$ cat config.mk
export PLATFORM = sky130hd
export DESIGN_NAME = debug_event_tx_flat
export DESIGN_NICKNAME = d
export VERILOG_FILES = /design/src/rtl/debug_event_tx_pkg.sv /design/src/rtl/debug_event_tx_if.sv /design/src/rtl/debug_edge_capture.sv /design/src/rtl/debug_event_tx.sv /design/src/flat_wrapper.sv
export SDC_FILE = /design/constraint.sdc
export NUM_CORES = 1
export LEC_CHECK = 0
export ABC_AREA = 1
export BUFFER_PORTS_ARGS = -buffer_cell sky130_fd_sc_hd__clkbuf_2
export CORE_MARGIN = 3
export CORE_UTILIZATION = 35
export CTS_BUF_LIST = sky130_fd_sc_hd__clkbuf_16
export CTS_CLUSTER_DIAMETER = 80
export DETAILED_ROUTE_END_ITERATION = 8
export GPL_ROUTABILITY_DRIVEN = 0
export PLACE_DENSITY = 0.49
export SLEW_MARGIN = 20
export SYNTH_ARGS = -nofsm -noshare
export SYNTH_HDL_FRONTEND = slang
export SYNTH_SLANG_ARGS = --single-unit
$ cat constraint.sdc
create_clock -name clk -period 2.2 [get_ports clk]
set_input_delay 0.44 -clock clk [delete_from_list [all_inputs] [get_ports clk]]
set_output_delay 0.44 -clock clk [all_outputs]
set_load 0.005 [all_outputs]
$ cat src/rtl/debug_event_tx_pkg.sv
// debug_pkg: ASCII constants, hex digit helper and FSM states
// for the debug event reporter.
package debug_pkg;

    localparam logic [7:0] ASC_E  = 8'h45;
    localparam logic [7:0] ASC_SP = 8'h20;
    localparam logic [7:0] ASC_0  = 8'h30;
    localparam logic [7:0] ASC_1  = 8'h31;
    localparam logic [7:0] ASC_LF = 8'h0A;
    localparam logic [7:0] ASC_CR = 8'h0D;

    typedef enum logic [2:0] {
        ST_IDLE,
        ST_LOAD,
        ST_GAP,
        ST_SEND,
        ST_WAIT_HI,
        ST_WAIT_LO
    } state_t;

    function automatic logic [7:0] hex_ascii(input logic [3:0] nib);
        if (nib < 4'd10)
            return 8'h30 + {4'h0, nib};
        else
            return 8'h37 + {4'h0, nib};
    endfunction

endpackage

$ cat src/rtl/debug_event_tx_if.sv
// Byte link to uart_tx: tx_valid/tx_byte out of the reporter,
// tx_busy back from the transmitter.
interface debug_event_tx_if;
    logic       tx_valid;
    logic [7:0] tx_byte;
    logic       tx_busy;

    modport master (
        output tx_valid,
        output tx_byte,
        input  tx_busy
    );

    modport slave (
        input  tx_valid,
        input  tx_byte,
        output tx_busy
    );
endinterface

$ cat src/rtl/debug_edge_capture.sv
// Per-channel edge detector with pending flags and level latch.
// Ports: level in, clr (one-hot pend clear), ovf_clr; pend, lvl, overflow out.
module debug_edge_capture #(
    parameter int NUM_EVENTS = 4
) (
    input  logic                  clk,
    input  logic                  rst_n,
    input  logic [NUM_EVENTS-1:0] level,
    input  logic [NUM_EVENTS-1:0] clr,
    input  logic                  ovf_clr,
    output logic [NUM_EVENTS-1:0] pend,
    output logic [NUM_EVENTS-1:0] lvl,
    output logic                  overflow
);

    logic [NUM_EVENTS-1:0] prev;
    logic [NUM_EVENTS-1:0] edg;
    logic [NUM_EVENTS-1:0] lost;

    assign edg  = level ^ prev;
    // An edge on a channel being consumed this cycle is not a loss.
    assign lost = edg & pend & ~clr;

    always_ff @(posedge clk or negedge rst_n) begin
        if (!rst_n) begin
            prev     <= '0;
            pend     <= '0;
            lvl      <= '0;
            overflow <= 1'b0;
        end else begin
            prev <= level;
            // New capture beats the clear from LOAD.
            pend <= (pend & ~clr) | edg;
            lvl  <= (lvl & ~edg) | (level & edg);
            if (|lost)
                overflow <= 1'b1;
            else if (ovf_clr)
                overflow <= 1'b0;
        end
    end

endmodule

$ cat src/rtl/debug_event_tx.sv
// Debug event reporter: emits "E<ch> <0|1> <data hex>\n\r" per edge.
// Ports: clk, rst_n, event_level, event_data, ovf_clr, tx (master), overflow, active.
module debug_event_tx
    import debug_pkg::*;
#(
    parameter int NUM_EVENTS = 4,
    parameter int DATA_W     = 16,
    parameter int GAP_CYCLES = 3840
) (
    input  logic                  clk,
    input  logic                  rst_n,
    input  logic [NUM_EVENTS-1:0] event_level,
    input  logic [DATA_W-1:0]     event_data,
    input  logic                  ovf_clr,
    debug_event_tx_if.master      tx,
    output logic                  overflow,
    output logic                  active
);

    localparam int HEX_N   = DATA_W / 4;
    localparam int MSG_LEN = 7 + HEX_N;
    localparam int IDX_W   = $clog2(MSG_LEN);
    localparam int CNT_W   = $clog2(GAP_CYCLES + 1);
    localparam int CH_W    = (NUM_EVENTS > 1) ? $clog2(NUM_EVENTS) : 1;

    logic [NUM_EVENTS-1:0] pend;
    logic [NUM_EVENTS-1:0] lvl;
    logic [NUM_EVENTS-1:0] clr;
    logic [CH_W-1:0]       sel;

    state_t            state;
    logic [CH_W-1:0]   ch_q;
    logic              lvl_q;
    logic [DATA_W-1:0] data_q;
    logic [IDX_W-1:0]  idx;
    logic [CNT_W-1:0]  gap_cnt;
    logic [7:0]        byte_nx;

    debug_edge_capture #(
        .NUM_EVENTS(NUM_EVENTS)
    ) u_cap (
        .clk      (clk),
        .rst_n    (rst_n),
        .level    (event_level),
        .clr      (clr),
        .ovf_clr  (ovf_clr),
        .pend     (pend),
        .lvl      (lvl),
        .overflow (overflow)
    );

    // Descending scan so the lowest pending index is the final winner.
    always_comb begin
        sel = '0;
        for (int i = NUM_EVENTS - 1; i >= 0; i--)
            if (pend[i])
                sel = CH_W'(i);
    end

    always_comb begin
        clr = '0;
        for (int i = 0; i < NUM_EVENTS; i++)
            clr[i] = (state == ST_LOAD) && (sel == CH_W'(i));
    end

    always_comb begin
        byte_nx = ASC_CR;
        if (idx == IDX_W'(0))
            byte_nx = ASC_E;
        else if (idx == IDX_W'(1))
            byte_nx = hex_ascii(4'(ch_q));
        else if (idx == IDX_W'(2) || idx == IDX_W'(4))
            byte_nx = ASC_SP;
        else if (idx == IDX_W'(3))
            byte_nx = lvl_q ? ASC_1 : ASC_0;
        else if (idx == IDX_W'(MSG_LEN - 2))
            byte_nx = ASC_LF;
        else begin
            for (int j = 0; j < HEX_N; j++)
                if (idx == IDX_W'(5 + j))
                    byte_nx = hex_ascii(data_q[(HEX_N-1-j)*4 +: 4]);
        end
    end

    always_ff @(posedge clk or negedge rst_n) begin
        if (!rst_n) begin
            state       <= ST_IDLE;
            ch_q        <= '0;
            lvl_q       <= 1'b0;
            data_q      <= '0;
            idx         <= '0;
            gap_cnt     <= '0;
            tx.tx_valid <= 1'b0;
            tx.tx_byte  <= 8'h00;
            active      <= 1'b0;
        end else begin
            tx.tx_valid <= 1'b0;
            unique case (state)
                ST_IDLE: begin
                    if (|pend) begin
                        state  <= ST_LOAD;
                        active <= 1'b1;
                    end
                end
                ST_LOAD: begin
                    ch_q    <= sel;
                    lvl_q   <= lvl[sel];
                    data_q  <= event_data;
                    idx     <= '0;
                    gap_cnt <= '0;
                    state   <= ST_GAP;
                end
                ST_GAP: begin
                    if (gap_cnt == CNT_W'(GAP_CYCLES - 1))
                        state <= ST_SEND;
                    else
                        gap_cnt <= gap_cnt + 1'b1;
                end
                ST_SEND: begin
                    tx.tx_valid <= 1'b1;
                    tx.tx_byte  <= byte_nx;
                    state       <= ST_WAIT_HI;
                end
                ST_WAIT_HI: begin
                    if (tx.tx_busy)
                        state <= ST_WAIT_LO;
                end
                ST_WAIT_LO: begin
                    if (!tx.tx_busy) begin
                        if (idx == IDX_W'(MSG_LEN - 1)) begin
                            state  <= ST_IDLE;
                            active <= 1'b0;
                        end else begin
                            idx     <= idx + 1'b1;
                            gap_cnt <= '0;
                            state   <= ST_GAP;
                        end
                    end
                end
                default: begin
                    state  <= ST_IDLE;
                    active <= 1'b0;
                end
            endcase
        end
    end

endmodule

$ cat src/flat_wrapper.sv
// flat-port wrapper written by rule: the top's interface ports become plain ports
module debug_event_tx_flat import debug_pkg::*;
#(
    parameter int NUM_EVENTS = 4,
    parameter int DATA_W     = 16,
    parameter int GAP_CYCLES = 3840
)
  (clk, rst_n, event_level, event_data, ovf_clr, overflow, active, tx_tx_valid, tx_tx_byte, tx_tx_busy);
  debug_event_tx_if tx_i ();
  input  logic clk;
  input  logic rst_n;
  input  logic [NUM_EVENTS-1:0] event_level;
  input  logic [DATA_W-1:0] event_data;
  input  logic ovf_clr;
  output logic overflow;
  output logic active;
  output wire logic [$bits(tx_i.tx_valid)-1:0] tx_tx_valid;
  output wire logic [$bits(tx_i.tx_byte)-1:0] tx_tx_byte;
  input wire logic [$bits(tx_i.tx_busy)-1:0] tx_tx_busy;
  assign tx_tx_valid = tx_i.tx_valid;
  assign tx_tx_byte = tx_i.tx_byte;
  assign tx_i.tx_busy = tx_tx_busy;
  debug_event_tx #(.NUM_EVENTS(NUM_EVENTS), .DATA_W(DATA_W), .GAP_CYCLES(GAP_CYCLES)) u_core (.clk(clk), .rst_n(rst_n), .event_level(event_level), .event_data(event_data), .ovf_clr(ovf_clr), .tx(tx_i), .overflow(overflow), .active(active));
endmodule
## Word-level counts from Yosys, hierarchy flattened

Index checks and enable logic that the tools add are counted.
Widths: inputs -> output; s select.

| storage, ports and cells | value |
|---|---|
| output and inout port bits | 11 |
| input bits | 24 |
| bits in registers | 61 |
| logic and storage cells | 127 |

| cells by class | value |
|---|---|
| bitwise operators | 11 |
| eq/ne operators | 26 |
| muxes and demuxes | 41 |
| $add $sub $neg | 12 |
| reduce and logical (&&, ||, !) cells | 18 |
| magnitude comparators | 6 |

Operators with widths:

| cell | count |
|---|---|
| $mux 8 | 14 |
| $add 6x4->7 const A | 8 |
| $mux 12 | 3 |
| $pmux 12 s3 | 1 |
| $and 4x4->4 | 5 |
| $pmux 3 s6 | 1 |
| $eq 4x3->1 const B | 4 |
| $lt 4x4->1 const B | 4 |
| $add 6x2->7 const A | 2 |
| $add 12x1->12 const B | 1 |
| $eq 12x12->1 const B | 1 |
| $eq 4x4->1 const B | 3 |
| $mux 3 | 4 |
| $reduce_and 4->1 | 3 |
| $reduce_or 4->1 | 3 |
| $mux 2 | 5 |
| $eq 4x2->1 const B | 2 |
| $mux 1 | 8 |
| $mux 4 | 2 |
| $ne 2x2->1 const B | 4 |
| $not 4->4 | 2 |
| $or 4x4->4 | 2 |
| $pmux 4 s2 | 1 |
| $eq 3x2->1 const B | 2 |
| 21 further kinds | 29 |

## Longest topological paths before layout

| depth | value |
|---|---|
| depth in word-level cells | 11 |
| depth in mapped cells | 14 |
| mapped depth without buffers | 14 |

## By module

A second synthesis with hierarchy kept.

| second synthesis, totals | value |
|---|---|
| cells, all modules | 478 |
| area, all modules | 3447.1 um^2 |

By module, submodules not included:

| module | cells each | times used | area an instance (um^2) |
|---|---|---|---|
| debug_event_tx | 414 | 1 | 2912.8 |
| debug_edge_capture | 64 | 1 | 534.3 |

## Worst setup path after synthesis

Ideal clock, no wire load.

| path | value |
|---|---|
| path type | flip-flop to flip-flop |
| start point | register u_core.gap_cnt[0] |
| end point | register u_core.gap_cnt[8] |
| setup slack | 0.552 ns |
| arrival | 1.525 ns |
| stages on the path, launching flop included | 12 |
| required time | 2.077 ns |
| buffers on the path | 1 |
| clock period less this slack | 1.648 ns |
| cells stage by stage | dfrtp_1 ha_1 nand3_2 nor2_2 nand2_2 nor2_4 nand3_2 nand2_4 nand2_4 buf_6 a21oi_2 nor2_1 |

| between the ends | value |
|---|---|
| cells in the longest elaborated chain, start to end | 3 |
| elaborated cells between the ends (all ways) | 6 |
| classes of those cells | 1 x add/sub; 2 x eq/ne; 2 x mux; 1 x reduce/logical |

Ends and longest elaborated chain:

| item | line | RTL |
|---|---|---|
| start: declaration | debug_event_tx.sv:36 | `logic [CNT_W-1:0] gap_cnt;` |
| start signal: assignment | debug_event_tx.sv:117 | `gap_cnt <= gap_cnt + 1'b1;` |
| $add 12x1->12 / $eq 12x12->1 (equally long branches) | debug_event_tx.sv:117, debug_event_tx.sv:114 |  |
| $mux 12 / $ne 2x2->1 (equally long branches) | n/a |  |
| $pmux 12 s3 / $reduce_and 4->1 (equally long branches) | n/a |  |

Parallel ways exist; a longest one is shown, timed or not. The select of a mux whose other input is x is not followed.
A chain may end at the register's enable or synchronous reset.

## Worst setup path in the final report

| path | value |
|---|---|
| start point | register u_core.idx[0] |
| end point | register u_core.tx.tx_byte[3] |

| between the ends | value |
|---|---|
| cells in the longest elaborated chain, start to end | 10 |
| elaborated cells between the ends (all ways) | 20 |
| classes of those cells | 9 x eq/ne; 9 x mux; 2 x reduce/logical |

Ends and longest elaborated chain:

| item | line | RTL |
|---|---|---|
| start: declaration | debug_event_tx.sv:35 | `logic [IDX_W-1:0] idx;` |
| start signal: assignment | debug_event_tx.sv:134 | `idx <= idx + 1'b1;` |
| $eq 4x3->1 | debug_event_tx.sv:80 | `if (idx == IDX_W'(5 + j))` |
| $mux 8 (4 in a row) | debug_event_tx.sv:80 |  |
| $mux 8 | debug_event_tx.sv:76 | `else if (idx == IDX_W'(MSG_LEN - 2))` |
| $mux 8 | debug_event_tx.sv:74 | `else if (idx == IDX_W'(3))` |
| $mux 8 | debug_event_tx.sv:72 | `else if (idx == IDX_W'(2) \|\| idx == IDX_W'(4))` |
| $mux 8 | debug_event_tx.sv:70 | `else if (idx == IDX_W'(1))` |
| $mux 8 (*) | debug_event_tx.sv:68 | `if (idx == IDX_W'(0))` |
| end signal: assignment | debug_event_tx.sv:121 | `tx.tx_byte <= byte_nx;` |
| end: declaration | debug_event_tx_if.sv:10 | `output tx_byte,` |

Mark *: on every way between the ends. The rest lies on a longest branch, timed or not.

==> metrics.txt <==
Crit. End Element=flop; vias per std cell=4.65; Max Clock Skew=0.0103 ns; Req. time, crit path=2.46 ns; most common cell in the netlist=nand2_1; Setup CP Type=reg -> reg; Tot GR Track Use=0.149; DIE WIDTH=106 µm; Post-synth EDFFs=0; Cell Area, Synth=3470 µm²; num rows=35; Resize count post-CTS=0; data arrival time of the critical path=2.19 ns; kind of start point of the critical path=flop; worst hold path type=in -> async; die height=106 µm; Finished Layout Cells=644; CTS tree=built; final wirelength=7860 µm; max-slew violation total from the final report=0; layout cells sized above 1=0.148; Syn Area/Cell=7.40 µm²; Synth area leaders=dfrtp_1 (43%), nand2_1 (15%), inv_1 (7.0%), nor2_1 (5.0%), o21ai_0 (4.6%); Area Overhead vs Synth=17.8%; Seq/Total Area, Yosys=0.433; ANT nets after route=0; dominant cell type by area after synthesis=dfrtp_1; VDD IR-drop max=379 µV; wire per inst=12.2 µm; RSZ-0062 raised after global routing=false; 1st-iter DRT viols=173; max_slew headroom=0.646; status=finished, final reports clean; CTS Root Cell=clkbuf_16; Final min period=1.93 ns; max cap viols=0; Synth Warn #=0; P per Cell Area=655 nW/µm²; vias=2996; Clk Latency, worst-skew pair=0.33 ns; die area=11100 µm²; Syn Inst Count=469; Clock transition at path regs=0.06 ns; Max Clk Rate=518 MHz; DR pass1 iterations=4; vias in the first global route=2843; register bit total from synthesis=60; Detailed Place HPWL=5880 µm; drt drc=0; final setup violation count=0; period utilisation layout=0.877; WHS=0.0838 ns; Post-CTS Setup Bufs=0; global-route wire length before repair=13400 µm; Synth Flop Type=dfrtp_1; Distinct cells, synth=40; # diodes=0; Synthesized Nets=502; Reg area=1500 µm²; Top cell by count, worst path=nand2_1; fillers=967; htree depth=3; Yosys top cell area share=0.433; Setup TNS Final=0 ns; clock buffer count from CTS=9; Worst Tran Pin Value=0.531 ns; Pleak=0.00204 µW; # hold bufs at CTS=0; Synth async-reset ratio=1.00; dpl cells=628; final hold vios=0; clock sink count=60; number of port buffers=33; antenna violations before repair=0; crit-path max cell delay=0.44 ns; synth cell count leaders=nand2_1 (135), inv_1 (65), dfrtp_1 (60); initial cell density of the core=0.368; CP max FO=6; CP max stage cell=dfrtp_1; core footprint=9420 µm²; grt ovf=0; clk buf depth=2; # IOs=35; CP cell instances=inv_1, ha_1, inv_1, nor2_1, nand2_1, o22ai_1, nand2_1, nand2_1, nand2_1, nand2_1, nand2_1, nand2_1; multi-input logic area=1660 µm²; largest net degree at the start of global routing=42; nets=543
[layout make-up]
| class | count | area share |
|---|---|---|
| clock buffer | 9 | 0.0551 |
| clock inverter | 7 | 0.0165 |
| inverter | 71 | 0.0652 |
| multi-input combinational | 332 | 0.407 |
| sequential | 60 | 0.367 |
| tap | 129 | 0.0395 |
| timing repair buffer | 36 | 0.0490 |
[registers in the layout (all words and copies together), names as in the netlist, 2 cells and up, named ones only]
register           count
u_core.tx.tx_byte      7
u_core.u_cap.pend      4
u_core.gap_cnt        12
u_core.data_q         16
u_core.u_cap.prev      4
u_core.ch_q            2
u_core.idx             4
u_core.state           3
[path summary, 6_finish.rpt]
| path | slack [ns] | endpoint | start | cells past startpoint |
|---|---|---|---|---|
| worst max-delay path | 0.27 | u_core.tx.tx_byte[3]$_DFFE_PN0P_ | u_core.idx[0]$_DFFE_PN0P_ | 12 |
| worst min-delay path | 0.08 | u_core.data_q[6]$_DFFE_PN0P_ | rst_n | 1 |
| worst max register to register | 0.27 | u_core.tx.tx_byte[3]$_DFFE_PN0P_ | u_core.idx[0]$_DFFE_PN0P_ | 12 |
| worst min register to register | 0.48 | u_core.tx.tx_byte[5]$_DFFE_PN0P_ | u_core.tx.tx_byte[5]$_DFFE_PN0P_ | 2 |
| max in group asynchronous | 1.50 | async pin | rst_n | 2 |
| min in group clk | 0.25 | u_core.u_cap.prev[1]$_DFF_PN0_ | event_level[1] | 1 |
[cell usage in the layout (no fill, tap or decap), types with 3 or more instances in the layout]
master	n
a21oi_1	17
o21ai_1	10
nor2_4	3
dfrtp_1	60
ha_1	9
nor2_1	46
inv_1	65
o31ai_1	4
nand2_1	135
clkbuf_2	33
o21ai_0	32
xor2_1	3
o22ai_1	4
inv_2	6
clkbuf_16	9
nand4_1	4
nand3_1	29
nor3_1	7
[critical path: cells and delay by family, from the launching register on]
family	cells	cell delay, ns
buffers and inverters	2	0.19
flip-flops	1	0.44
AND/OR/NAND/NOR	8	0.82
adder cells (fa/ha/maj)	1	0.19
AO/OA/AOI/OAI	1	0.22
[per-layer routing]
metal / part of all wire / GRT usage
met1: 0.53 / 0.213
met5: 0 / 0
met4: 0.013 / 0.0564
met3: 0.027 / 0.0282
met2: 0.43 / 0.224
[metrics by stage]
step,total power [µW],setup slack [ns],utilization,cell area (µm²)
floorplan,1240,0.552,-,3470
global placement,1310,0.308,0.403,3790
CTS,2720,0.284,0.434,4090
detailed placement,1310,0.308,0.403,3790
global route,2800,0.0433,0.434,4090
finish,2680,0.270,0.434,4090
[where the power goes]
part,switching (µW),internal [µW],leakage [µW]
Sequential,18.7,1130,0.000726
Clock,521,870,0.000139
Combinational,82.4,50.7,0.00118
[cells by family after synthesis]
| kind of cell | synth area share |
|---|---|
| xor+xnor | 0.0126 |
| buf+inv | 0.0873 |
| fa+ha+maj | 0.0325 |
| simple gates | 0.312 |
| flops | 0.433 |
| compound gates | 0.121 |
| other cells | 0.00108 |
(Power assumes the default switching activity.)
